==> src/rtl/muldiv_ctrl.sv <==
// MULT/DIV sequencer: latches operands, runs the unit start/done handshake,
// owns architectural Hi/Lo, screens zero divisors and aborts hung units.
module muldiv_ctrl #(
    parameter int TIMEOUT = 48
) (
    input  logic        clock,
    input  logic        Reset,
    input  logic        OpMult,
    input  logic        OpDiv,
    input  logic [31:0] OperandoA,
    input  logic [31:0] OperandoB,
    output logic [31:0] UnitA,
    output logic [31:0] UnitB,
    output logic        MultStart,
    output logic        DivStart,
    input  logic        MultFim,
    input  logic        DivFim,
    input  logic        DivisaoPorZero,
    input  logic [31:0] MultHi,
    input  logic [31:0] MultLo,
    input  logic [31:0] DivHi,
    input  logic [31:0] DivLo,
    output logic [31:0] Hi,
    output logic [31:0] Lo,
    output logic        Ocupado,
    output logic        Pronto,
    output logic        ExcecaoDivZero,
    output logic        Erro
);

    localparam int WDW = $clog2(TIMEOUT + 1);

    typedef enum logic [2:0] {
        S_IDLE,
        S_WAIT_MULT,
        S_WAIT_DIV,
        S_DRAIN,
        S_EXC
    } state_t;

    state_t         r_state;
    logic           r_is_div;
    logic           r_exc;
    logic [WDW-1:0] r_wd;

    logic           w_fim;
    logic [31:0]    w_hi;
    logic [31:0]    w_lo;
    logic           w_wd_exp;

    assign w_fim    = r_is_div ? DivFim : MultFim;
    assign w_hi     = r_is_div ? DivHi  : MultHi;
    assign w_lo     = r_is_div ? DivLo  : MultLo;
    assign w_wd_exp = (r_wd >= WDW'(TIMEOUT - 1));

    always_ff @(posedge clock) begin
        if (Reset) begin
            r_state        <= S_IDLE;
            r_is_div       <= 1'b0;
            r_exc          <= 1'b0;
            r_wd           <= '0;
            UnitA          <= '0;
            UnitB          <= '0;
            MultStart      <= 1'b0;
            DivStart       <= 1'b0;
            Hi             <= '0;
            Lo             <= '0;
            Ocupado        <= 1'b0;
            Pronto         <= 1'b0;
            ExcecaoDivZero <= 1'b0;
            Erro           <= 1'b0;
        end else begin
            Pronto         <= 1'b0;
            ExcecaoDivZero <= 1'b0;
            Erro           <= 1'b0;
            case (r_state)
                S_IDLE: begin
                    r_wd <= '0;
                    if (OpDiv) begin
                        Ocupado <= 1'b1;
                        if (OperandoB == '0) begin
                            ExcecaoDivZero <= 1'b1;
                            r_state        <= S_EXC;
                        end else begin
                            UnitA    <= OperandoA;
                            UnitB    <= OperandoB;
                            r_is_div <= 1'b1;
                            r_exc    <= 1'b0;
                            DivStart <= 1'b1;
                            r_state  <= S_WAIT_DIV;
                        end
                    end else if (OpMult) begin
                        Ocupado   <= 1'b1;
                        UnitA     <= OperandoA;
                        UnitB     <= OperandoB;
                        r_is_div  <= 1'b0;
                        r_exc     <= 1'b0;
                        MultStart <= 1'b1;
                        r_state   <= S_WAIT_MULT;
                    end
                end
                S_WAIT_MULT, S_WAIT_DIV: begin
                    if (w_fim) begin
                        if (r_is_div && DivisaoPorZero) begin
                            ExcecaoDivZero <= 1'b1;
                            r_exc          <= 1'b1;
                        end else begin
                            Hi <= w_hi;
                            Lo <= w_lo;
                        end
                        r_wd    <= r_wd + WDW'(1);
                        r_state <= S_DRAIN;
                    end else if (w_wd_exp) begin
                        MultStart <= 1'b0;
                        DivStart  <= 1'b0;
                        Ocupado   <= 1'b0;
                        Erro      <= 1'b1;
                        r_state   <= S_IDLE;
                    end else begin
                        r_wd <= r_wd + WDW'(1);
                    end
                end
                S_DRAIN: begin
                    // Start is held until the unit lowers Fim so it can re-arm.
                    if (!w_fim) begin
                        MultStart <= 1'b0;
                        DivStart  <= 1'b0;
                        Ocupado   <= 1'b0;
                        Pronto    <= !r_exc;
                        r_state   <= S_IDLE;
                    end else if (w_wd_exp) begin
                        MultStart <= 1'b0;
                        DivStart  <= 1'b0;
                        Ocupado   <= 1'b0;
                        Erro      <= 1'b1;
                        r_state   <= S_IDLE;
                    end else begin
                        r_wd <= r_wd + WDW'(1);
                    end
                end
                S_EXC: begin
                    Ocupado <= 1'b0;
                    r_state <= S_IDLE;
                end
                default: begin
                    MultStart <= 1'b0;
                    DivStart  <= 1'b0;
                    Ocupado   <= 1'b0;
                    r_state   <= S_IDLE;
                end
            endcase
        end
    end

endmodule
==> config.mk <==
export PLATFORM = sky130hd
export DESIGN_NAME = muldiv_ctrl
export DESIGN_NICKNAME = d
export VERILOG_FILES = /design/src/rtl/muldiv_ctrl.sv
export SDC_FILE = /design/constraint.sdc
export NUM_CORES = 1
export LEC_CHECK = 0
export ABC_AREA = 1
export BUFFER_PORTS_ARGS = -buffer_cell sky130_fd_sc_hd__buf_2
export CAP_MARGIN = 10
export CORE_UTILIZATION = 30
export CTS_CLUSTER_SIZE = 25
export DETAILED_ROUTE_END_ITERATION = 10
export PLACE_DENSITY_LB_ADDON = 0.15
export SETUP_SLACK_MARGIN = 0.15
export SLEW_MARGIN = 30
export SYNTH_ARGS = -nofsm -noshare
export SYNTH_HDL_FRONTEND = slang
export SYNTH_SLANG_ARGS = --single-unit
==> constraint.sdc <==
create_clock -name clock -period 2.25 [get_ports clock]
set_input_delay 0.45 -clock clock [delete_from_list [all_inputs] [get_ports clock]]
set_output_delay 0.45 -clock clock [all_outputs]
set_load 0.01 [all_outputs]
# Yosys cells after proc, flatten, opt, wreduce, memory -nomap -nowiden
# Cells that the tools add are included.
[totals]
elab_cells = 103
ff_bits = 145
in_bits = 199
[op_classes]
n_eq_ne = 15
addsub = 1
reduce_logical = 16
n_lt_le_gt_ge = 1
mux = 53
bitwise = 3
[op_table]
columns = ["cell", "n"]
rows = [
  ["32-bit 2-to-1 mux", 8],
  ["32-bit logical NOT", 1],
  ["1-bit 2-to-1 mux", 28],
  ["3-bit 2-to-1 mux", 6],
  ["6-bit 2-to-1 mux", 3],
  ["2-bit inequality test, second input constant", 9],
  ["6-bit one-hot mux with 3 select lines", 1],
  ["3-bit one-hot mux with 3 select lines", 1],
  ["1-bit one-hot mux with 4 select lines", 2],
  ["4-bit AND reduction", 2],
  ["6-bit by 1-bit adder with 6-bit output, second input constant", 1],
  ["3-bit by 2-bit equality test with 1-bit output, second input constant", 2],
  ["6-bit greater-or-equal comparator, second input constant", 1],
  ["3-bit inequality test, second input constant", 2],
  ["1-bit one-hot mux with 2 select lines", 3],
  ["3-bit AND reduction", 2],
  ["5-bit AND reduction", 1],
  ["2-bit AND reduction", 2],
  ["2-bit nonzero test", 2],
  ["3-bit by 1-bit equality test with 1-bit output, second input constant", 1],
  ["3-bit equality test, second input constant", 1],
  ["3-bit logical NOT", 1],
  ["1-bit inverter", 3],
  ["1-bit one-hot mux with 3 select lines", 1],
  ["5 further kinds", 5],
]

# Logic depth before layout (Yosys ltp)
[depth]
depth_word = 4
mapped_depth = 11
ltp_nobuf = 10

# Least setup slack after synthesis
# OpenSTA, ideal clock, no wires.
[synth_timing]
path_type = "input-to-reg"
startpoint = "input OperandoB[27]"
endpoint = "register UnitA[0]"
path_buffers = 2
setup_slack_ns = 0.721
arrival_time_ns = 1.414
cell_stages = 10
path_cell_list = "nor2_1 > nand2_1 > nor2_1 > nand2_1 > o21ai_2 > buf_6 > buf_2 > nand3_1 > nand2_1 > nor2_1"
[synth_via]
elab_chain_len = 3
[synth_rtl]
columns = ["element", "line_no", "rtl"]
rows = [
  ["start: declaration", "11", "input logic [31:0] OperandoB,"],
  ["32-bit logical NOT", "81", "if (OperandoB == '0) begin"],
  ["2-bit inequality test (no line)", "-", ""],
  ["3-bit AND reduction (no line)", "-", ""],
  ["end signal: assignment", "85", "UnitA <= OperandoA;"],
  ["end signal: assignment", "94", "UnitA <= OperandoA;"],
  ["end: declaration", "12", "output logic [31:0] UnitA,"],
]
# Every way passes these cells.
# A chain may end at the register's enable or synchronous reset.

# Final worst setup path
[layout_timing]
startpoint = "register r_state[0]"
endpoint = "register UnitA[14]"
[layout_via]
elab_chain_len = 2
[layout_rtl]
columns = ["element", "line_no", "rtl"]
rows = [
  ["start: declaration", "41", "state_t r_state;"],
  ["start signal: assignment", "58", "r_state <= S_IDLE;"],
  ["start signal: assignment", "83", "r_state <= S_EXC;"],
  ["start signal: assignment", "90", "r_state <= S_WAIT_DIV;"],
  ["3-bit logical NOT", "76", "case (r_state)"],
  ["3-bit AND reduction (no line)", "-", ""],
]
# Every way passes these cells.

==> results_dict.tcl <==
set metrics [dict create \
    synth_top_cell_area_share_pct 44.50 \
    crit_buf_inv 1 \
    hold_depth 3 \
    worst_hold_slack_ps 248.8 \
    rsz0062_at_grt "no" \
    rrSetupSlack_ps 480 \
    cp.required_ps 2550 \
    synthCells 959 \
    avgRoutedWirePerCell_um 14.12 \
    slowest_stage "dfxtp_1" \
    holdPathEnd "UnitA[28]" \
    r2r_cells 7 \
    max-slew-margin-rel_pct 54.54 \
    status "finished, final reports clean" \
    clock_latency_ps 420 \
    synth.avg_cell_area_um2 6.803 \
    wl_um 21880 \
    vdd_ir_drop_max_uv 442.9 \
    cts_hold_buffers 0 \
    worst_clock_skew_ps 14.99 \
    max_freq_mhz 564.6 \
    critical-path-top-delay-family "simple AND/OR/NAND/NOR gates" \
    worst_pin_slew_ps 681.9 \
    ys_seq_area_share_pct 44.50 \
    fin_ws_ps 478.9 \
    layout-drive-gt1-share_pct 31.16 \
    path_max_fanout 37 \
    route.detailed.drc 0 \
    cp-start-kind "register" \
    grt_usage_pct 19.15 \
    regToRegStartpoint "r_state[0]" \
    timing.final.crit_share_pct 78.72 \
    critical_path_class "register to register" \
    gr-total-overflow 0 \
    syn_area_um2 6524 \
    nets 1458 \
    finalCoreUtilization_pct 42.60 \
    p_leak_nw 4.620 \
    cts-root-buf "clkbuf_16" \
    gp_congestion 0.7886 \
    firstDrtPassIters 4 \
    grt_max_degree 104 \
    critPathMaxStageDelay_ps 340 \
    synth.yosys.warnings 0 \
    p_total_mw 7.868 \
    clock_path_buffers 2 \
    grt_pass1_vias 6600 \
    ant_nets 0 \
    core_um2 21150 \
    fin_setup_tns_ps 0 \
    grt_pass1_wl_um 33750 \
    tritoncts "done" \
    hold_start "OperandoA[28]" \
    vias 7096 \
    dieWidth_um 149.5 \
    yosys-top-cells-area "dfxtp_1 (44%), nand2_1 (14%), a31oi_1 (6.2%)" \
    pin_count 333 \
    fp.dieArea_um2 22340 \
    syn_to_final_growth_pct 38.13 \
    slew_viol_final 0 \
    worstPathCellList "nor2_4 -> nand2_2 -> nor2_4 -> nand2_4 -> buf_4 -> a21oi_1 -> nor2_1" \
    die_h_um 149.5 \
    antenna_found_initial 4 \
    synth.largest_area_cell "dfxtp_1" \
    cts_resized 0 \
    crit_top_cell "nor2_4" \
    cts_made_buffers 17 \
    rows 53 \
    pwr_density_cell_nw_per_um2 873.1 \
    hold_viol 0 \
    h-tree-depth 4 \
    arrival_ps 2070 \
    post_cts_buffers 0 \
    cp-end-kind "register" \
    setup_viol 0 \
    synth_nets 1159 \
    start_util_pct 30.84 \
    maxCapViolations 0 \
    cts_sinks 145 \
    holdCritPathClass "input pin to register" \
    synth_cell_type_count 23 \
    ys_seq_elements 145 \
    drt_iter0_drc 263 \
    path_clk_slew_ps 70 \
    pre_cts_ws_ps 283.2 \
    rr_endpoint "UnitA[14]" \
    port_buffers 332 \
    hpwl_um 15700 \
    min_period_ps 1771 \
    viasPerCell 4.578 \
]
==> placed cells by master (no fill, tap or decap), types with 4 or more instances in the layout <==
cell type   instances
nand3_1            75
a21oi_1            78
dfxtp_1           144
clkbuf_16          17
inv_6               4
nand2_1           244
clkinvlp_4          5
a31oi_1            65
buf_12              6
o21ai_1             8
inv_1              83
nor2_1            105
buf_4              14
nor3_1              4
buf_2             332
diode_2             4
o21ai_0            65
==> worst reg2reg max path, cell delays in order, from the launching register on <==
cell,delay [ps]
dfxtp_1,340
nor2_4,180
nand2_2,140
nor2_4,150
nand2_4,250
buf_4,300
a21oi_1,220
nor2_1,70
==> worst max path at each step <==
stage | start | end | slack [ps] | cells after the start
4_1_cts | r_state[0] | UnitA[14] | 450 | 7
2_1_floorplan | OperandoB[27] | UnitA[0] | 720 | 10
5_1_grt | r_state[1] | Lo[4] | 290 | 8
6_report | r_state[0] | UnitA[14] | 480 | 7
3_5_place_dp | OperandoB[4] | UnitA[14] | 280 | 9
3_3_place_gp | OperandoB[4] | UnitA[13] | 300 | 10
==> cells by family (layout without fill, tap and decap cells) <==
logic type	after synthesis	after routing	share of synthesized area (%)
compound gates	218	218	18.07
fa+ha+maj	1	1	0.1918
buf+inv	158	470	10.17
flops	145	145	44.50
other cells	0	4	0
simple gates	437	437	27.08
==> cells in the mapped netlist <==
| cell | number |
|---|---|
| nand2_2 | 1 |
| nor3_1 | 4 |
| a21oi_1 | 78 |
| nand3_1 | 75 |
| o21ai_1 | 8 |
| nand2_1 | 245 |
| o21ai_2 | 1 |
| o21ai_0 | 65 |
| nor2_1 | 106 |
| ha_1 | 1 |
| buf_2 | 35 |
| buf_1 | 1 |
| buf_6 | 1 |
| dfxtp_1 | 145 |
| buf_4 | 5 |
| a31oi_1 | 65 |
| nand4_1 | 1 |
| inv_1 | 84 |
| inv_2 | 2 |
| a22oi_1 | 1 |
| clkbuf_1 | 30 |
| nor2_2 | 3 |
| nor2_4 | 2 |
==> where the power goes <==
group,switching [mW],internal [mW],leakage (nW)
sequential,0.177,2.93,1.20
combinational,1.20,0.802,3.16
clock,1.22,1.54,0.262
==> flip-flops by register name, indices dropped and copies added, names as in the netlist <==
signal	count
MultStart	1
r_wd	6
r_state	3
Pronto	1
Erro	1
r_is_div	1
Lo	32
UnitA	32
r_exc	1
UnitB	32
ExcecaoDivZero	1
Hi	32
Ocupado	1
DivStart	1
==> per-stage QoR <==
step                cell area, um2  instances
finish                        9011       1550
global route                  9004       1547
CTS                           9001       1546
detailed placement            8439       1514
global placement              8439       1514
floorplan                     6524        959
==> layout make-up <==
cell class              count  area [um2]
fillers                  2264       12140
multi-input cells         656        2980
flip-flops and latches    145        2904
repair buffers            352        1887
clock buffers              18       429.2
well taps                 275       344.1
inverters                  86       324.1
clock inverters            14       132.6
diodes                      4       10.01
==> per-layer routing <==
| metal | track usage, % | up-vias | part of all wire, % |
|---|---|---|---|
| li1 | - | 3725 | - |
| met1 | 23.98 | 3115 | 45 |
| met3 | 6.494 | 15 | 8.4 |
| met5 | 0 | - | 0.059 |
| met4 | 5.459 | 2 | 0.63 |
| met2 | 31.00 | 239 | 46 |
Power figures use the tool's default switching activity.
